$ cat src/rtl/outinf.sv
`default_nettype none
// ============================================================================
//  Module   : outinf
//  Purpose  : Output-side pixel interface of the convolution engine. Buffers
//             result pixels from the core in a small FIFO and streams them
//             out over a valid/ready interface. Each pixel carries row and
//             frame end markers derived from the latched frame config.
//             `done` is high while the frame is complete.
//  Ports    : clk, rst (async, active-low)
//             cfg_width/cfg_height/start : frame config and start request
//             res_data/res_valid/res_ready : input from compute core
//             px_out_data/valid/ready/last_x/last_y : output stream
//             done : frame fully transmitted
//  Revision : 1.0 - initial release
// ============================================================================
module outinf #(
  parameter int XB    = 10,
  parameter int YB    = 10,
  parameter int PB    = 8,
  parameter int DEPTH = 4
) (
  input  logic          clk,
  input  logic          rst,
  input  logic [XB-1:0] cfg_width,
  input  logic [YB-1:0] cfg_height,
  input  logic          start,
  input  logic [PB-1:0] res_data,
  input  logic          res_valid,
  output logic          res_ready,
  output logic [PB-1:0] px_out_data,
  output logic          px_out_valid,
  input  logic          px_out_ready,
  output logic          px_out_last_x,
  output logic          px_out_last_y,
  output logic          done
);

  localparam int c_AW = $clog2(DEPTH);

  localparam logic [1:0] c_IDLE = 2'd0;
  localparam logic [1:0] c_RUN  = 2'd1;
  localparam logic [1:0] c_DONE = 2'd2;

  logic [1:0]    r_state;
  logic [1:0]    w_next_state;

  logic [XB-1:0] r_width;
  logic [YB-1:0] r_height;
  logic [XB-1:0] r_ix;
  logic [YB-1:0] r_iy;
  logic          r_in_done;
  logic [XB-1:0] r_ox;
  logic [YB-1:0] r_oy;
  logic [c_AW:0] r_wptr;
  logic [c_AW:0] r_rptr;
  logic [PB-1:0] r_mem [DEPTH];

  logic [XB-1:0] w_wm1;
  logic [YB-1:0] w_hm1;
  logic          w_full;
  logic          w_empty;
  logic          w_start_acc;
  logic          w_push;
  logic          w_pop;

  // Only meaningful in RUN, where the latched sizes are at least 1.
  assign w_wm1 = r_width - XB'(1);
  assign w_hm1 = r_height - YB'(1);

  assign w_full  = (r_wptr[c_AW] != r_rptr[c_AW]) &&
                   (r_wptr[c_AW-1:0] == r_rptr[c_AW-1:0]);
  assign w_empty = (r_wptr == r_rptr);

  assign w_start_acc = start && (r_state != c_RUN);
  assign w_push      = res_valid && res_ready;
  assign w_pop       = px_out_valid && px_out_ready;

  // ---------------------------------------------------------------- state reg
  always_ff @(posedge clk or negedge rst) begin
    if (!rst) r_state <= c_IDLE;
    else      r_state <= w_next_state;
  end

  // --------------------------------------------------------------- next state
  always_comb begin
    w_next_state = r_state;
    case (r_state)
      c_IDLE, c_DONE: begin
        if (start) begin
          if ((cfg_width != '0) && (cfg_height != '0)) w_next_state = c_RUN;
          else                                         w_next_state = c_DONE;
        end
      end
      c_RUN: begin
        if (w_pop && px_out_last_x && px_out_last_y) w_next_state = c_DONE;
      end
      default: w_next_state = c_IDLE;
    endcase
  end

  // ------------------------------------------------------------------ outputs
  always_comb begin
    res_ready     = 1'b0;
    px_out_valid  = 1'b0;
    done          = 1'b0;
    if (r_state == c_RUN) begin
      res_ready    = !w_full && !r_in_done;
      px_out_valid = !w_empty;
    end
    if (r_state == c_DONE) done = 1'b1;
    px_out_last_x = px_out_valid && (r_ox == w_wm1);
    px_out_last_y = px_out_valid && (r_oy == w_hm1);
    // Masked so stale FIFO contents never show while nothing is offered.
    px_out_data   = px_out_valid ? r_mem[r_rptr[c_AW-1:0]] : '0;
  end

  // ----------------------------------------------------- counters / pointers
  always_ff @(posedge clk or negedge rst) begin
    if (!rst) begin
      r_width   <= '0;
      r_height  <= '0;
      r_ix      <= '0;
      r_iy      <= '0;
      r_in_done <= 1'b0;
      r_ox      <= '0;
      r_oy      <= '0;
      r_wptr    <= '0;
      r_rptr    <= '0;
    end else if (w_start_acc) begin
      r_width   <= cfg_width;
      r_height  <= cfg_height;
      r_ix      <= '0;
      r_iy      <= '0;
      r_in_done <= 1'b0;
      r_ox      <= '0;
      r_oy      <= '0;
      r_wptr    <= '0;
      r_rptr    <= '0;
    end else begin
      if (w_push) begin
        r_wptr <= r_wptr + 1'b1;
        if (r_ix == w_wm1) begin
          r_ix <= '0;
          r_iy <= r_iy + 1'b1;
          if (r_iy == w_hm1) r_in_done <= 1'b1;
        end else begin
          r_ix <= r_ix + 1'b1;
        end
      end
      if (w_pop) begin
        r_rptr <= r_rptr + 1'b1;
        if (r_ox == w_wm1) begin
          r_ox <= '0;
          r_oy <= r_oy + 1'b1;
        end else begin
          r_ox <= r_ox + 1'b1;
        end
      end
    end
  end

  // FIFO storage needs no reset: entries are only read when the pointers
  // say they were written.
  always_ff @(posedge clk) begin
    if (w_push) r_mem[r_wptr[c_AW-1:0]] <= res_data;
  end

endmodule
`default_nettype wire

$ cat config.mk
export PLATFORM = sky130hd
export DESIGN_NAME = outinf
export DESIGN_NICKNAME = d
export VERILOG_FILES = /design/src/rtl/outinf.sv
export SDC_FILE = /design/constraint.sdc
export NUM_CORES = 1
export LEC_CHECK = 0
export CORE_MARGIN = 2
export CORE_UTILIZATION = 40
export DETAILED_ROUTE_END_ITERATION = 8
export PLACE_DENSITY = 0.69
export SYNTH_ARGS = -nofsm -noshare
export SYNTH_HDL_FRONTEND = slang
export SYNTH_SLANG_ARGS = --single-unit
$ cat constraint.sdc
create_clock -name clk -period 3.7 [get_ports clk]
set_input_delay 0.74 -clock clk [delete_from_list [all_inputs] [get_ports clk]]
set_output_delay 0.74 -clock clk [all_outputs]
set_load 0.02 [all_outputs]
==> load_flow_metrics.sql, run 1 <==
INSERT INTO impl_metrics (metric_group, metric, value, unit) VALUES
('logic_synthesis', 'synth.yosys.warnings', '0', ''),
('timing', 'worst_slew_margin_relative_to_its_limit', '42.02', '%'),
('pwr', 'power-per-cell-area', '689.8', 'mW/mm²'),
('logic_synthesis', 'mappedNetlistArea', '0.005682', 'mm²'),
('logic_synthesis', 'post_synth_and_or_nand_nor_area_fraction', '22.35', '%'),
('placement', 'finalWeightedCongestion', '0.8693', ''),
('layout', 'layout-drive-gt1-share', '11.75', '%'),
('grt', 'grt_pass1_vias', '4316', ''),
('clock_tree', 'number_of_buffers_inserted_during_clock_tree_synthesis', '9', ''),
('timing', 'hold_violations', '0', ''),
('grt', 'gr-usage-met2', '29.64', '%'),
('layout', 'syn_to_final_growth', '19.89', '%'),
('setup_path', 'critical_path_source_type', 'register', ''),
('logic_synthesis', 'ys_top_cells_by_count', 'sky130_fd_sc_hd__nand2_1, sky130_fd_sc_hd__dfrtp_1, sky130_fd_sc_hd__xnor2_1', ''),
('clock_tree', 'cts_setup_buffers', '0', ''),
('floorplan', 'die_height', '123.2', 'µm'),
('floorplan', 'fp.dieArea', '0.01517', 'mm²'),
('floorplan', 'fp-row-count', '43', ''),
('layout', 'layout_fillers', '1254', ''),
('route', 'ant_nets', '0', ''),
('timing', 'setup_total_negative_slack', '0', 'ns'),
('logic_synthesis', 'synthesized_area_per_cell', '10.11', 'µm²'),
('clock_tree', 'clk_latency', '0.35', 'ns'),
('timing', 'max_clock_freq', '277.3', 'MHz'),
('timing', 'final.setup_skew', '0.007846', 'ns'),
('logic_synthesis', 'yosysTopAreaCell', 'sky130_fd_sc_hd__dfrtp_1', ''),
('setup_path', 'crit_path_max_incr_delay', '0.56', 'ns'),
('timing', 'period_share', '97.45', '%'),
('setup_path', 'path_class', 'register to output port', ''),
('layout', 'num_antenna_cells', '0', ''),
('setup_path', 'worstReg2RegEnd', 'r_oy[4]', ''),
('floorplan', 'placeableCoreArea', '0.01388', 'mm²'),
('logic_synthesis', 'post_synth_inst_count', '562', ''),
('route', 'detail_route.drc_violations', '0', ''),
('logic_synthesis', 'yosys.cell_count.top_type', 'sky130_fd_sc_hd__nand2_1', ''),
('grt', 'groute.layer.met3.usage', '3.321', '%'),
('clock_tree', 'htree_num_levels', '3', ''),
('logic_synthesis', 'seq_area_frac_synth', '47.30', '%'),
('grt', 'global_route.peak_usage_layer', 'met2', ''),
('run_status', 'outcome', 'completed', ''),
('route', 'detail_route.first_pass.iterations', '5', ''),
('placement', 'placement.io_buffers', '45', ''),
('route', 'avgRoutedWirePerCell', '15.90', 'µm'),
('route', 'drt-total-wl', '12880', 'µm'),
('timing', 'report.final.slew_viol_count', '0', ''),
('pwr', 'vdd_drop_max', '0.2955', 'mV'),
('logic_synthesis', 'ys_top_cells_by_area', 'sky130_fd_sc_hd__dfrtp_1, sky130_fd_sc_hd__edfxtp_1, sky130_fd_sc_hd__xnor2_1', ''),
('logic_synthesis', 'synthAdderAreaFrac', '2.422', '%'),
('clock_tree', 'clkSlewWorstSetupHoldPaths', '0.06', 'ns'),
('grt', 'antenna_found_initial', '0', ''),
('logic_synthesis', 'netlist.area_leader.share', '30.39', '%'),
('timing', 'final_period_minus_worst_setup_slack', '3.606', 'ns'),
('setup_path', 'r2r-start', 'r_width[3]', ''),
('clock_tree', 'cts_root_buf', 'sky130_fd_sc_hd__clkbuf_16', ''),
('timing', 'report.final.setup_viol', '0', ''),
('grt', 'global_route_met1_usage', '24.24', '%'),
('logic_synthesis', 'complex_gate_fraction_of_the_synthesized_area', '9.205', '%'),
('layout', 'finalNonFillerCells', '810', ''),
('grt', 'grtUsageTotal', '18.08', '%'),
('logic_synthesis', 'synth.area.mux_share', '3.545', '%'),
('route', 'drtIter0Drc', '351', ''),
('pwr', 'cellLeakagePower', '2.834', 'nW'),
('clock_tree', 'hold_buffers', '0', ''),
('logic_synthesis', 'synth_top_family_by_area', 'simple AND/OR/NAND/NOR gates', ''),
('floorplan', 'floorplan.io_pins', '46', ''),
('setup_path', 'path_depth', '8', ''),
('hold_path', 'timing.hold.worst.class', 'register to register', ''),
('logic_synthesis', 'postSynthRegisterBits', '101', ''),
('grt', 'grt_first_pass_wirelength', '21310', 'µm'),
('grt', 'largest_net_degree_at_the_start_of_global_routing', '70', ''),
('setup_path', 'critical_path.top_delay_family', 'simple AND/OR/NAND/NOR gates', '');
-- metal layers --
| layer | up-vias | wire length [µm] | part of all wire, % |
|---|---|---|---|
| met5 | - | 0 | 0 |
| li1 | 2117 | - | - |
| met3 | 18 | 658 | 5.1 |
| met2 | 121 | 6030 | 47 |
| met1 | 2141 | 5980 | 46 |
| met4 | 0 | 209 | 1.6 |
-- state kept, by name (all words and copies together), names as in the netlist --
name and count:
r_mem 32, r_height 10, r_rptr 3, r_ox 10, r_ix 10, r_state 2, r_in_done 1, r_wptr 3
r_oy 10, r_width 10, r_iy 10
-- cells by family after synthesis --
kind of cell / count (synthesis)
XOR/XNOR: 75
buffers and inverters: 41
adder cells (fa/ha/maj): 11
AO/OA/AOI/OAI: 74
AND/OR/NAND/NOR: 250
flip-flops: 101
multiplexers: 10
-- placed cells by master (no fill, tap or decap), types with 13 or more instances in the layout --
master and count:
sky130_fd_sc_hd__o21ai_0 24, sky130_fd_sc_hd__nor2_1 36, sky130_fd_sc_hd__xor2_1 29, sky130_fd_sc_hd__clkdlybuf4s50_1 42, sky130_fd_sc_hd__inv_1 16, sky130_fd_sc_hd__buf_4 32, sky130_fd_sc_hd__nor3_1 13, sky130_fd_sc_hd__nand2_1 90
sky130_fd_sc_hd__nand3_1 20, sky130_fd_sc_hd__edfxtp_1 32, sky130_fd_sc_hd__a21oi_1 15, sky130_fd_sc_hd__and3_1 14, sky130_fd_sc_hd__dfrtp_1 69, sky130_fd_sc_hd__xnor2_1 44
-- how the worst min path moves through the flow --
stage / startpoint / end / slack, ns / cells past startpoint
2_1_floorplan: rst / r_height[0] / 0.44 / 0
5_1_grt: r_ox[0] / r_ox[0] / 0.60 / 1
6_report: r_ox[0] / r_ox[0] / 0.56 / 1
3_5_place_dp: r_in_done / r_in_done / 0.55 / 2
3_3_place_gp: r_height[9] / r_height[9] / 0.54 / 2
4_1_cts: r_ox[0] / r_ox[0] / 0.56 / 1
-- area by class of cell --
cell class / count / area, µm² / area share (%)
multi-input cells: 420 / 2861 / 42.01
flip-flops and latches: 101 / 2688 / 39.46
repair buffers: 77 / 685.7 / 10.07
clock buffers: 10 / 229.0 / 3.362
well taps: 180 / 225.2 / 3.306
clock inverters: 6 / 62.56 / 0.9184
inverters: 16 / 60.06 / 0.8817
-- metrics by stage --
stage          util, %  hold WS (ns)  setup WS (ns)
6_report         49.07        0.5553        0.09440
5_1_grt          49.07        0.5955       0.007624
4_1_cts          48.81        0.5629        0.02342
3_5_place_dp     46.65        0.5508        -0.1594
3_3_place_gp     46.65        0.5382       -0.09122
2_1_floorplan        -        0.4444         0.2612
-- what timing repair did --
item / 4_1_cts / 5_1_grt
cloned: 0 / 0
endpoints found under the setup margin: 2 / 2
pin swaps: 0 / 1
resized for setup: 8 / 7
-- report_power, final --
| part | total, mW | leakage [nW] | switching, mW | internal [mW] |
|---|---|---|---|---|
| sequential | 1.55 | 1.21 | 0.196 | 1.36 |
| combinational | 2.22 | 1.48 | 1.23 | 0.994 |
| clock | 0.927 | 0.138 | 0.403 | 0.523 |
No activity file was read; power rests on OpenSTA's default activity.
==> inputs of run 2 (changes only) <==
--- a/config.mk
+++ b/config.mk
@@ -7,2 +7,3 @@
 export LEC_CHECK = 0
+export ABC_AREA = 1
 export CORE_MARGIN = 2
@@ -10,3 +11,3 @@
 export DETAILED_ROUTE_END_ITERATION = 8
-export PLACE_DENSITY = 0.69
+export PLACE_DENSITY = 0.66
 export SYNTH_ARGS = -nofsm -noshare
--- a/constraint.sdc
+++ b/constraint.sdc
@@ -3,2 +3,2 @@
 set_output_delay 0.74 -clock clk [all_outputs]
-set_load 0.02 [all_outputs]
+set_load 0.005 [all_outputs]
==> run 2 against run 1 <==
Cell count up 24%. Critical path depth up 3. Routed wire length up 11%. Largest power group unchanged. Clock power down 0.5%. Die area up 6.4%. Combinational power up 9%. Fmax up 6.4%. Area after synthesis up 6.6%.
==> load_flow_metrics.sql, run 2 <==
INSERT INTO impl_metrics (metric_group, metric, value, unit) VALUES
('logic_synthesis', 'post_synth_inst_count', '773', ''),
('route', 'detail_route.first_pass.iterations', '5', ''),
('logic_synthesis', 'synthesized_area_per_cell', '7.834', 'µm²'),
('route', 'drtIter0Drc', '310', ''),
('clock_tree', 'number_of_buffers_inserted_during_clock_tree_synthesis', '9', ''),
('timing', 'worst_hold_slack', '0.4928', 'ns'),
('floorplan', 'fp-row-count', '44', ''),
('logic_synthesis', 'yosys.cell_types.count', '38', ''),
('logic_synthesis', 'ys_top_cells_by_count', 'sky130_fd_sc_hd__nand2_1, sky130_fd_sc_hd__nor2_1, sky130_fd_sc_hd__inv_1, sky130_fd_sc_hd__nand3_1, sky130_fd_sc_hd__dfrtp_1', ''),
('logic_synthesis', 'postSynthRegisterBits', '101', ''),
('pwr', 'vdd_drop_max', '0.3788', 'mV'),
('floorplan', 'die_height', '127.0', 'µm'),
('pwr', 'power-per-cell-area', '728.0', 'mW/mm²'),
('pwr', 'cellLeakagePower', '3.009', 'nW'),
('route', 'route.vias.total', '5128', ''),
('logic_synthesis', 'synth.yosys.warnings', '0', ''),
('layout', 'register_area', '0.002688', 'mm²'),
('run', 'max-cap-violations', '0', ''),
('hold_path', 'timing.hold.worst.class', 'register to register', ''),
('timing', 'final.setup_skew', '0.009402', 'ns'),
('layout', 'layout_commonest_cell', 'sky130_fd_sc_hd__nand2_1', ''),
('layout', 'stdcell_area', '0.006963', 'mm²'),
('setup_path', 'path_class', 'register to output port', ''),
('logic_synthesis', 'seq_area_frac_synth', '44.38', '%'),
('grt', 'globalRoute.totalOverflow', '0', ''),
('grt', 'largest_net_degree_at_the_start_of_global_routing', '70', ''),
('placement', 'placement.setup.worst_slack', '0.5895', 'ns'),
('layout', 'design.final.nets', '860', ''),
('floorplan', 'initial_util', '41.35', '%'),
('logic_synthesis', 'netlist.area_leader.share', '28.51', '%'),
('layout', 'syn_to_final_growth', '14.98', '%'),
('timing', 'setup_total_negative_slack', '0', 'ns'),
('floorplan', 'placeableCoreArea', '0.01464', 'mm²'),
('layout', 'layout_fillers', '1446', ''),
('placement', 'placement.io_buffers', '45', ''),
('setup_path', 'critPathCaptureType', 'output port', ''),
('route', 'drt-total-wl', '14270', 'µm'),
('clock_tree', 'cts.sink_count', '101', ''),
('setup_path', 'cp_max_fo', '6', ''),
('layout', 'layout_common_cells', 'sky130_fd_sc_hd__nand2_1, sky130_fd_sc_hd__nor2_1, sky130_fd_sc_hd__inv_1, sky130_fd_sc_hd__nand3_1, sky130_fd_sc_hd__dfrtp_1', ''),
('floorplan', 'chip_width', '127.0', 'µm'),
('run_status', 'outcome', 'completed', ''),
('logic_synthesis', 'yosys.cell_count.top_type', 'sky130_fd_sc_hd__nand2_1', ''),
('route', 'ant_nets', '0', ''),
('logic_synthesis', 'synth_top_flop_cell', 'sky130_fd_sc_hd__dfrtp_1', ''),
('placement', 'finalWeightedCongestion', '0.8957', ''),
('clock_tree', 'max_buffers_root_to_sink', '2', ''),
('timing', 'final_period_minus_worst_setup_slack', '3.388', 'ns'),
('grt', 'antenna_found_initial', '0', ''),
('clock_tree', 'cts_root_buf', 'sky130_fd_sc_hd__clkbuf_16', ''),
('floorplan', 'fp.dieArea', '0.01614', 'mm²'),
('clock_tree', 'clk_latency', '0.36', 'ns'),
('grt', 'grt_pass1_vias', '4926', ''),
('timing', 'report.final.slew_viol_count', '0', ''),
('timing', 'report.final.setup_viol', '0', ''),
('logic_synthesis', 'yosysTopAreaCell', 'sky130_fd_sc_hd__dfrtp_1', ''),
('grt', 'grtUsageTotal', '18.69', '%'),
('placement', 'placed_cells_incl_taps', '989', ''),
('clock_tree', 'cts_tree', 'done', ''),
('logic_synthesis', 'mappedNetlistArea', '0.006056', 'mm²'),
('logic_synthesis', 'synth_fp_nets', '817', ''),
('route', 'viasPerCell', '5.102', ''),
('route', 'avgRoutedWirePerCell', '14.20', 'µm'),
('timing', 'period_share', '91.57', '%'),
('logic_synthesis', 'ys_top_cells_by_area', 'sky130_fd_sc_hd__dfrtp_1, sky130_fd_sc_hd__edfxtp_1, sky130_fd_sc_hd__nand2_1', ''),
('placement', 'placement.cell_area', '0.006669', 'mm²'),
('logic_synthesis', 'synthArstFlopShare', '68.32', '%'),
('timing', 'grt_setup_unrepaired', 'no', ''),
('layout', 'num_antenna_cells', '0', ''),
('layout', 'flip_flop_count_of_the_largest_register_after_layout', '32', ''),
('setup_path', 'timing.critical_path.required', '2.96', 'ns'),
('grt', 'grt_first_pass_wirelength', '24100', 'µm'),
('setup_path', 'critical_path_source_type', 'register', ''),
('route', 'detail_route.drc_violations', '0', ''),
('timing', 'worst_slew_margin_relative_to_its_limit', '39.69', '%'),
('timing', 'timing.final.ws_setup', '0.3121', 'ns'),
('clock_tree', 'htree_num_levels', '3', ''),
('layout', 'multiInputGateArea', '0.002952', 'mm²'),
('logic_synthesis', 'synth_edf_count', '32', ''),
('timing', 'hold_violations', '0', ''),
('setup_path', 'critical_path_arrival', '2.65', 'ns'),
('timing', 'timing_worst_slew_pin_value', '0.9014', 'ns'),
('placement', 'dp.final_hpwl', '10440', 'µm'),
('floorplan', 'floorplan.io_pins', '46', ''),
('layout', 'finalNonFillerCells', '1005', ''),
('clock_tree', 'clkSlewWorstSetupHoldPaths', '0.07', 'ns'),
('layout', 'layout-drive-gt1-share', '10.48', '%'),
('timing', 'max_clock_freq', '295.2', 'MHz');
run 2: cell types whose count changed in the layout (fill, tap and decap cells not counted), moves of 9 or more:
cell	delta
sky130_fd_sc_hd__o21ai_0	+22
sky130_fd_sc_hd__buf_4	-25
sky130_fd_sc_hd__o21ai_2	+20
sky130_fd_sc_hd__o211ai_1	-9
sky130_fd_sc_hd__nand3_1	+57
sky130_fd_sc_hd__nor2b_1	-12
sky130_fd_sc_hd__nand2_1	+105
sky130_fd_sc_hd__nand2_2	+18
sky130_fd_sc_hd__and3_1	-14
sky130_fd_sc_hd__inv_1	+61
sky130_fd_sc_hd__o22ai_1	+12
sky130_fd_sc_hd__nor2_1	+50
sky130_fd_sc_hd__xnor2_1	-38
run 2: final cells by class:
cell class                      instances  area share, %
Sequential cell                       101          38.60
Clock inverter                          6         0.6649
Multi-Input combinational cell        571          42.39
Inverter                               82          4.528
Tap cell                              184          3.306
Timing Repair Buffer                   51          7.080
Clock buffer                           10          3.432
run 2: kinds of logic (layout without fill, tap and decap cells):
family / Yosys count / after routing / synth area share (%)
AO/OA/AOI/OAI: 100 / 100 / 9.938
XOR/XNOR: 33 / 33 / 5.000
AND/OR/NAND/NOR: 427 / 427 / 31.34
adder cells (fa/ha/maj): 11 / 11 / 2.273
flip-flops: 101 / 101 / 44.38
buffers and inverters: 101 / 149 / 7.066
run 2: worst max-delay path: stages (launching register included):
cell	delay [ns]
sky130_fd_sc_hd__dfrtp_1	0.39
sky130_fd_sc_hd__inv_1	0.08
sky130_fd_sc_hd__ha_1	0.24
sky130_fd_sc_hd__nand2_1	0.13
sky130_fd_sc_hd__nor2_2	0.16
sky130_fd_sc_hd__nand2_1	0.07
sky130_fd_sc_hd__nand2_1	0.10
sky130_fd_sc_hd__nand2_1	0.07
sky130_fd_sc_hd__nand2_1	0.08
sky130_fd_sc_hd__nand2_1	0.07
sky130_fd_sc_hd__nor4_2	0.35
sky130_fd_sc_hd__clkdlybuf4s50_1	0.56
run 2: power breakdown:
| group | leakage [nW] | internal (mW) | switching (mW) |
|---|---|---|---|
| logic | 1.67 | 0.900 | 1.51 |
| clock network | 0.137 | 0.480 | 0.442 |
| registers | 1.20 | 1.41 | 0.323 |
run 2: through the flow:
stage / utilization [%] / total power [mW]
final: 47.55 / 5.069
after global routing: 47.55 / 5.507
after CTS: 47.49 / 5.088
after detailed placement: 45.54 / 4.157
after global placement: 45.54 / 4.122
after floorplan: - / 3.444
run 2: metal layers:
| layer | vias up | wire, µm | GRT usage (%) |
|---|---|---|---|
| met5 | - | 0 | 0 |
| met4 | 0 | 152 | 4.913 |
| met3 | 14 | 679 | 3.936 |
| met2 | 96 | 6833 | 31.18 |
| met1 | 2407 | 6608 | 24.91 |
| li1 | 2611 | - | - |
run 2: path summary, 6_finish.rpt:
check | from | to | slack [ns] | cells after the start
setup / recovery | r_height[0] | px_out_last_y | 0.31 | 11
hold / removal | r_in_done | r_in_done | 0.49 | 2
setup reg to reg | r_rptr[0] | r_oy[2] | 1.13 | 12
hold reg to reg | r_in_done | r_in_done | 0.49 | 2
max in group asynchronous | rst | r_iy[6] | 2.61 | 1
min in group asynchronous | rst | r_width[5] | 0.51 | 1
run 2: timing repair:
action                     CTS  global route
resized for setup            0             2
hold buffers                 0             0
setup endpoints to repair    0             1
setup buffers                0             0
==> inputs of run 3 (changes only) <==
- CAP_MARGIN: unset -> 20
- CORE_UTILIZATION: 40 -> 59
- PLACE_DENSITY: 0.66 -> 0.88
==> run 3 against run 2 <==
Register-to-register slack got worse by 0.22 ns. Routed wire length rose by 3.7%. Flip-flop and latch count did not move. Clock power fell by 15%. Via count rose by 4.8%. Worst setup slack got worse by 0.039 ns. Utilization rose by 22 points. Count of clock-buffer cells in the layout fell by 1. Global-route usage rose by 8.8 points. Critical endpoint is now px_out_last_x.
==> load_flow_metrics.sql, run 3 (same netlist as run 2, synthesis figures left out) <==
INSERT INTO impl_metrics (metric_group, metric, value, unit) VALUES
('grt', 'groute.layer.met3.usage', '4.515', '%'),
('floorplan', 'chip_width', '105.3', 'µm'),
('setup_path', 'r2r-start', 'r_rptr[0]', ''),
('clock_tree', 'max_buffers_root_to_sink', '2', ''),
('placement', 'finalWeightedCongestion', '0.9295', ''),
('grt', 'grt_first_pass_wirelength', '24240', 'µm'),
('setup_path', 'cp_max_fo', '6', ''),
('clock_tree', 'clkSlewWorstSetupHoldPaths', '0.10', 'ns'),
('floorplan', 'fp-row-count', '36', ''),
('pwr', 'p_total', '4.984', 'mW'),
('pwr', 'power-per-cell-area', '728.6', 'mW/mm²'),
('grt', 'grtUsageTotal', '27.49', '%'),
('grt', 'largest_net_degree_at_the_start_of_global_routing', '48', ''),
('setup_path', 'critical_path_source_type', 'register', ''),
('placement', 'dp.final_hpwl', '10660', 'µm'),
('route', 'route.vias.total', '5372', ''),
('clock_tree', 'cts_root_buf', 'sky130_fd_sc_hd__clkbuf_8', ''),
('route', 'viasPerCell', '5.631', ''),
('setup_path', 'critPathCapture', 'px_out_last_x', ''),
('grt', 'antenna_found_initial', '0', ''),
('clock_tree', 'hold_buffers', '0', ''),
('placement', 'placement.setup.worst_slack', '0.3485', 'ns'),
('timing', 'report.final.slew_viol_count', '0', ''),
('layout', 'layout_common_cells', 'sky130_fd_sc_hd__nand2_1, sky130_fd_sc_hd__nor2_1, sky130_fd_sc_hd__nand3_1, sky130_fd_sc_hd__inv_1, sky130_fd_sc_hd__dfrtp_1', ''),
('route', 'ant_nets', '0', ''),
('run', 'max-cap-violations', '0', ''),
('timing', 'final_period_minus_worst_setup_slack', '3.427', 'ns'),
('timing', 'setup_total_negative_slack', '0', 'ns'),
('route', 'drt-total-wl', '14800', 'µm'),
('layout', 'layout-drive-gt1-share', '10.84', '%'),
('route', 'avgRoutedWirePerCell', '15.51', 'µm'),
('pwr', 'vdd_drop_max', '0.4883', 'mV'),
('timing', 'timing_worst_slew_pin_value', '0.8582', 'ns'),
('layout', 'layout_commonest_cell', 'sky130_fd_sc_hd__nand2_1', ''),
('floorplan', 'die_height', '105.3', 'µm'),
('layout', 'stdcell_area', '0.006840', 'mm²'),
('grt', 'global_route.peak_usage_layer', 'met2', ''),
('layout', 'num_antenna_cells', '0', ''),
('route', 'detail_route.drc_violations', '0', ''),
('timing', 'final.setup_skew', '0.01032', 'ns'),
('floorplan', 'placeableCoreArea', '0.009864', 'mm²'),
('floorplan', 'fp.dieArea', '0.01109', 'mm²'),
('hold_path', 'timing.hold.worst.class', 'input pin to asynchronous set/reset pin', ''),
('timing', 'timing.final.ws_setup', '0.2734', 'ns'),
('setup_path', 'critPathCaptureType', 'output port', ''),
('setup_path', 'worst-r2r-cell-count', '12', ''),
('pwr', 'cellLeakagePower', '3.001', 'nW'),
('timing', 'grt_setup_unrepaired', 'no', ''),
('run_status', 'outcome', 'completed', ''),
('layout', 'layout_fillers', '764', ''),
('clock_tree', 'htree_num_levels', '3', ''),
('clock_tree', 'number_of_buffers_inserted_during_clock_tree_synthesis', '9', ''),
('layout', 'layout.core_utilization', '69.34', '%'),
('timing', 'max_clock_freq', '291.8', 'MHz'),
('layout', 'syn_to_final_growth', '12.95', '%'),
('grt', 'gr-usage-met2', '45.67', '%'),
('setup_path', 'critical_path_arrival', '2.69', 'ns'),
('layout', 'flip_flop_count_of_the_largest_register_after_layout', '32', ''),
('placement', 'placement.io_buffers', '45', ''),
('route', 'drtIter0Drc', '427', ''),
('timing', 'hold_violations', '0', ''),
('timing', 'worst_slew_margin_relative_to_its_limit', '42.57', '%'),
('setup_path', 'critical_path.startpoint', 'r_width[0]', ''),
('clock_tree', 'clk_latency', '0.40', 'ns'),
('grt', 'global_route_met1_usage', '35.78', '%'),
('setup_path', 'timing.critical_path.required', '2.96', 'ns'),
('setup_path', 'r2r_setup_slack', '0.91', 'ns'),
('grt', 'grt_pass1_vias', '5190', ''),
('layout', 'design.final.nets', '860', ''),
('setup_path', 'worstReg2RegEnd', 'r_iy[6]', ''),
('timing', 'report.final.setup_viol', '0', ''),
('floorplan', 'floorplan.io_pins', '46', ''),
('route', 'detail_route.first_pass.iterations', '7', ''),
('clock_tree', 'cts.sink_count', '101', ''),
('clock_tree', 'cts_tree', 'done', ''),
('setup_path', 'path_class', 'register to output port', ''),
('floorplan', 'initial_util', '61.39', '%'),
('timing', 'period_share', '92.61', '%'),
('grt', 'globalRoute.totalOverflow', '0', ''),
('placement', 'placement.cell_area', '0.006595', 'mm²');
==> run 3: critical path, stage by stage (launching register included) <==
cell	delay (ns)
sky130_fd_sc_hd__dfrtp_1	0.40
sky130_fd_sc_hd__inv_2	0.11
sky130_fd_sc_hd__ha_1	0.26
sky130_fd_sc_hd__nand3_1	0.19
sky130_fd_sc_hd__nand2_1	0.14
sky130_fd_sc_hd__nand2_1	0.06
sky130_fd_sc_hd__nand2_1	0.07
sky130_fd_sc_hd__nand3_1	0.09
sky130_fd_sc_hd__nor2_2	0.18
sky130_fd_sc_hd__nand3_1	0.17
sky130_fd_sc_hd__nor2_1	0.12
sky130_fd_sc_hd__clkdlybuf4s50_1	0.51
==> run 3: cell type report <==
cell class                 count  area [µm²]  area share, %
timing repair buffer          51       493.0          7.207
clock buffer                   9       123.9          1.811
inverter                      82       317.8          4.646
tap                          133       166.4          2.433
sequential                   101        2688          39.29
multi-input combinational    571        2954          43.19
clock inverter                 7       97.59          1.427
==> run 3: worst min-delay path by stage <==
stage | cells after the start | end | start | slack [ns]
global route | 1 | r_iy[1] | rst | 0.36
CTS | 1 | r_iy[1] | rst | 0.34
global placement | 2 | r_in_done | r_in_done | 0.46
floorplan | 0 | r_height[0] | rst | 0.44
finish | 1 | r_height[9] | rst | 0.32
detailed placement | 1 | r_wptr[2] | r_wptr[2] | 0.49
==> run 3: what timing repair did <==
action	CTS	global route
endpoints found under the setup margin	1	2
buffers inserted	0	1
resized for setup	1	5
==> run 3: power by group <==
part | switching, mW | total (mW) | internal (mW) | leakage [nW]
Combinational | 1.58 | 2.48 | 0.900 | 1.69
Sequential | 0.308 | 1.72 | 1.41 | 1.20
Clock | 0.444 | 0.780 | 0.336 | 0.113
Total | 2.34 | 4.98 | 2.65 | 3.00
==> run 3: per-layer routing <==
layer  wire length [µm]  share of wire (%)  vias up
met5                  0                  0        -
met4                378                2.6        0
met3                910                6.2       34
met2               7251                 49      217
met1               6255                 42     2507
li1                   -                  -     2614
==> run 3: per-stage QoR <==
step,hold WS [ns],cells
after CTS,0.3375,953
after floorplan,0.4424,773
final,0.3243,954
after global routing,0.3620,954
after global placement,0.4593,937
after detailed placement,0.4867,937
==> edit 1: new RTL, config.mk and constraints of run 2 <==
Change the parameter `YB` from 10 to 11.
--- a/src/rtl/outinf.sv
+++ b/src/rtl/outinf.sv
@@ -15,7 +15,7 @@
 // ============================================================================
 module outinf #(
   parameter int XB    = 10,
-  parameter int YB    = 10,
+  parameter int YB    = 11,
   parameter int PB    = 8,
   parameter int DEPTH = 4
 ) (
Ports: changed (resized cfg_height); port bits go from 46 to 47. No check against the original RTL was run, so the function may have changed too.
==> edit 1 against run 2 <==
  * Cell area grew 2.5%
  * Critical path type unchanged
  * Synthesized cell count grew 6.1%
  * Sequential cell count grew 3
  * Worst setup slack lost 0.043 ns
  * Via count grew 5.5%
  * Power grew 1.6%
  * Wire length grew 4.4%
  * Area after synthesis grew 2.2%
  * Die area grew 2.1%
  * Non-clock buffer count shrank 1
  * Clock skew grew 0.00097 ns
  * Register-to-register slack gained 0.14 ns
==> edit 1: results (changes against run 2) <==
- Status: completed
- Distinct cells, synth: 34 (-11%)
- Avg WL per Cell: 14.1 um (-0.73%)
- Invs w/o clock: 89 (+8.5%)
- Via density: 5.12 (+0.29%)
- Post-Route WL: 14.9 mm (+4.4%)
- Post-DP Area: 0.00683 mm2 (+2.4%)
- FFs w/ async S/R, synth: 69.2% (+0.91 points)
- Hold path startpoint: r_wptr[2]
- Nets@finish: 909 (+5.7%)
- Worst R2R End: r_iy[5]
- Share of post-route cells with drive strength above 1: 4.95% (-5.5 points)
- Multi-input gates: 610 (+6.8%)
- Leak: 3.12 nW (+3.7%)
- CP arrival: 2.69 ns (+0.04 ns)
- Met1 Use GR: 28.8% (+3.9 points)
- Nonclk buf count: 50 (-2.0%)
- GRT Overall Usage: 19.3% (+0.65 points)
- DRT iter0 DRCs: 395 (+27%)
- Routability cong.: 0.935 (+4.4%)
- Placed Cells: 1,041 (+5.3%)
- Port bufs: 46 (+2.2%)
- Worst hold slack: 0.490 ns (-0.00274 ns)
- Multi-input gate share of total cell area: 42.3% (-0.11 points)
- Reg-to-reg setup timing slack: 1.27 ns (+0.14 ns)
- Met3 Track Usage GR: 3.41% (-0.53 points)
- Gate Count Post-Synth: 820 (+6.1%)
- Max stage delay on crit path: 0.54 ns (-0.02 ns)
- Worst r2r src: r_rptr[1]
- DP Worst Slack: 0.601 ns (+0.0115 ns)
- Maximum vdd drop: 0.361 mV (-4.7%)
- CP max FO: 8 (+2)
- Average instance area after synthesis: 7.55 um2 (-3.6%)
- Vias in the first global route: 4,856 (-1.4%)
- Area Growth Syn to Fin: 15.3%
- Data buffer area share: 6.84% (-0.24 points)
- Top cells by area, synth: dfrtp_1, edfxtp_1, nand2_1, nand3_1, nor2_1
edit 1: metal layers:
| metal | vias to the layer above | routed length (um) |
|---|---|---|
| li1 | 2784 | - |
| met5 | - | 0 |
| met3 | 17 | 676 |
| met1 | 2479 | 7560 |
| met4 | 0 | 294 |
| met2 | 129 | 6370 |
edit 1: report_power, final:
group	internal [W]	switching, W	total [W]	leakage [nW]
sequential	0.00146	0.000324	0.00179	1.24
clock	0.000493	0.000478	0.000971	0.145
combinational	0.000855	0.00154	0.00239	1.73
total	0.00281	0.00234	0.00515	3.12
edit 1: logic make-up (layout without fill, tap and decap cells):
| logic type | count (synthesis) | in the layout | share of synthesized area [%] |
|---|---|---|---|
| AND/OR/NAND/NOR | 466 | 466 | 33.0 |
| AO/OA/AOI/OAI | 97 | 97 | 8.11 |
| XOR/XNOR | 36 | 36 | 5.22 |
| buffers and inverters | 106 | 155 | 6.83 |
| adder cells (fa/ha/maj) | 11 | 11 | 2.22 |
| flip-flops | 104 | 104 | 44.6 |
==> edit 2: new RTL, flow settings as in run 2 <==
Made on the original files. Make the reset (`rst`) synchronous in 2 clocked blocks. Comments in the files are not updated.
--- a/src/rtl/outinf.sv
+++ b/src/rtl/outinf.sv
@@ -76,7 +76,7 @@
   assign w_pop       = px_out_valid && px_out_ready;
 
   // ---------------------------------------------------------------- state reg
-  always_ff @(posedge clk or negedge rst) begin
+  always_ff @(posedge clk) begin
     if (!rst) r_state <= c_IDLE;
     else      r_state <= w_next_state;
   end
@@ -115,7 +115,7 @@
   end
 
   // ----------------------------------------------------- counters / pointers
-  always_ff @(posedge clk or negedge rst) begin
+  always_ff @(posedge clk) begin
     if (!rst) begin
       r_width   <= '0;
       r_height  <= '0;
Function: differs if rst is asserted again (counterexample within 4 cycles, from zero or initial values and one cycle with rst low); with rst held inactive, the same outputs for 4 cycles.
==> edit 2 against run 2 <==
  * Die area shrank 2.3%
  * Wire length shrank 7.1%
  * Sequential cell count up 2
  * Register-to-register slack improved by 0.23 ns
  * Worst setup slack got worse by 0.046 ns
  * Cell area down 0.59%
  * Area after synthesis shrank 2.4%
  * Non-clock buffer count unchanged
Power is not compared: it rests on default switching activity, and its combinational part moved more than twofold at a synthesized area within 25%.
==> edit 2: results (changes against run 2) <==
- Post-Route WL: 13.3 mm (-7.1%)
- Adder and majority gate portion of the synthesized area: 2.33% (+0.056 points)
- Invs w/o clock: 101 (+23%)
- Slowest cell on crit path: clkdlybuf4s50_1
- DRT iter0 DRCs: 306 (-1.3%)
- Share of post-route cells with drive strength above 1: 9.99% (-0.49 points)
- Int Power: just over 0.002 W
- Num sequential: 103 (+2.0%)
- Crit path launch: r_width[0]
- Worst-Margin Slew: 0.747 ns (-0.154 ns)
- HPWL Detailed: 10.1 mm (-3.3%)
- Avg WL per Cell: 12.7 um (-11%)
- FFs w/ async S/R, synth: 0% (-68 points)
- Average instance area after synthesis: 7.30 um2 (-6.8%)
- Post-synth EDFFs: 32 (unchanged)
- H-Tree Depth: 3 (unchanged)
- Post-DP Area: 0.00658 mm2 (-1.4%)
- Register area: 0.00238 mm2 (-11%)
- Worst-Skew Late Latency: 0.36 ns (about the same)
- Placed Cells: 1,029 (+4.0%)
- Mux cell area share after synthesis: 0% (unchanged)
- Diode count: 0 (unchanged)
- Vias in the first global route: 4,662 (-5.4%)
- Max stage delay on crit path: 0.53 ns (-0.03 ns)
- Data buffer area share: 7.16% (+0.078 points)
- Fin area: 0.00692 mm2 (-0.59%)
- Nonclk buf count: 51 (unchanged)
- Nets@finish: 900 (+4.7%)
- Status: completed
- Maximum vdd drop: between 0.15 and 0.2 mV
- DP Worst Slack: 0.662 ns (+0.0726 ns)
- Compound-Gate Fraction of Synth Area: 11.2% (+1.3 points)
- Hold path startpoint: r_iy[9]
- GRT Overall Usage: 17.5% (-1.1 points)
- Clock skew: 0.0103 ns (+0.000885 ns)
- Pin count of the biggest net entering global routing: 41 (-41%)
- Main synth FF type: dfxtp_1
- Detailed Routing Iterations Pass 1: 8 (+3)
- Via density: 4.97 (-2.6%)
- Top cells by area, synth: dfxtp_1, edfxtp_1, nand2_1, nor2_1, nand3_1
- Initial antenna violation count: 0 (unchanged)
- Routability cong.: 0.869 (-3.0%)
- Clock-pin slew on the worst setup and hold paths: 0.07 ns (about the same)
- Xor-xnor portion of the synthesized cell area: 4.28% (-0.72 points)
- Hold Crit Class: flop to flop
- Max Cap Viol: 0 (unchanged)
- Distinct cells, synth: 42 (+11%)
- Max reg flops: 32 (unchanged)
- Footprint of the multi-input gates: 0.00309 mm2 (+4.7%)
- CP arrival: 2.69 ns (+0.04 ns)
- Sequential area share after synthesis: 40.3% (-4.1 points)
- Worst r2r src: r_state[0]
- Number of fillers in the final layout: 1,458 (+0.83%)
- Syn Nets: 853 (+4.4%)
- Synth cell count leaders: nand2_1, nor2_1, inv_1
- Multi-input gates: 590 (+3.3%)
- CP top delay family: simple AND/OR/NAND/NOR gates
- First-pass GRT wire length: 22.3 mm (-7.3%)
- Clock-cell share: 4.99% (+0.89 points)
-- edit 2: power by group through the flow --
stage	combinational, W	clock, W	sequential, W
finish	0.000483	0.00111	0.00122
global route	0.000549	0.00118	0.00122
CTS	0.000481	0.00114	0.00122
detailed placement	0.000478	0	0.00124
global placement	0.000473	0	0.00124
floorplan	0.000351	0	0.00124
-- edit 2: final timing paths --
| kind | cells past startpoint | endpoint | slack, ns |
|---|---|---|---|
| setup / recovery | 15 | px_out_last_x | 0.27 |
| hold / removal | 2 | r_iy[9] | 0.47 |
| setup reg to reg | 11 | r_ox[6] | 1.36 |
| hold reg to reg | 2 | r_iy[9] | 0.47 |
-- edit 2: metal layers --
layer	up-vias	share of wire, %	global-route usage [%]
li1	2739	-	-
met1	2323	50	24.9
met2	114	44	26.7
met3	16	4.2	3.29
met4	0	1.7	6.41
met5	-	0	0
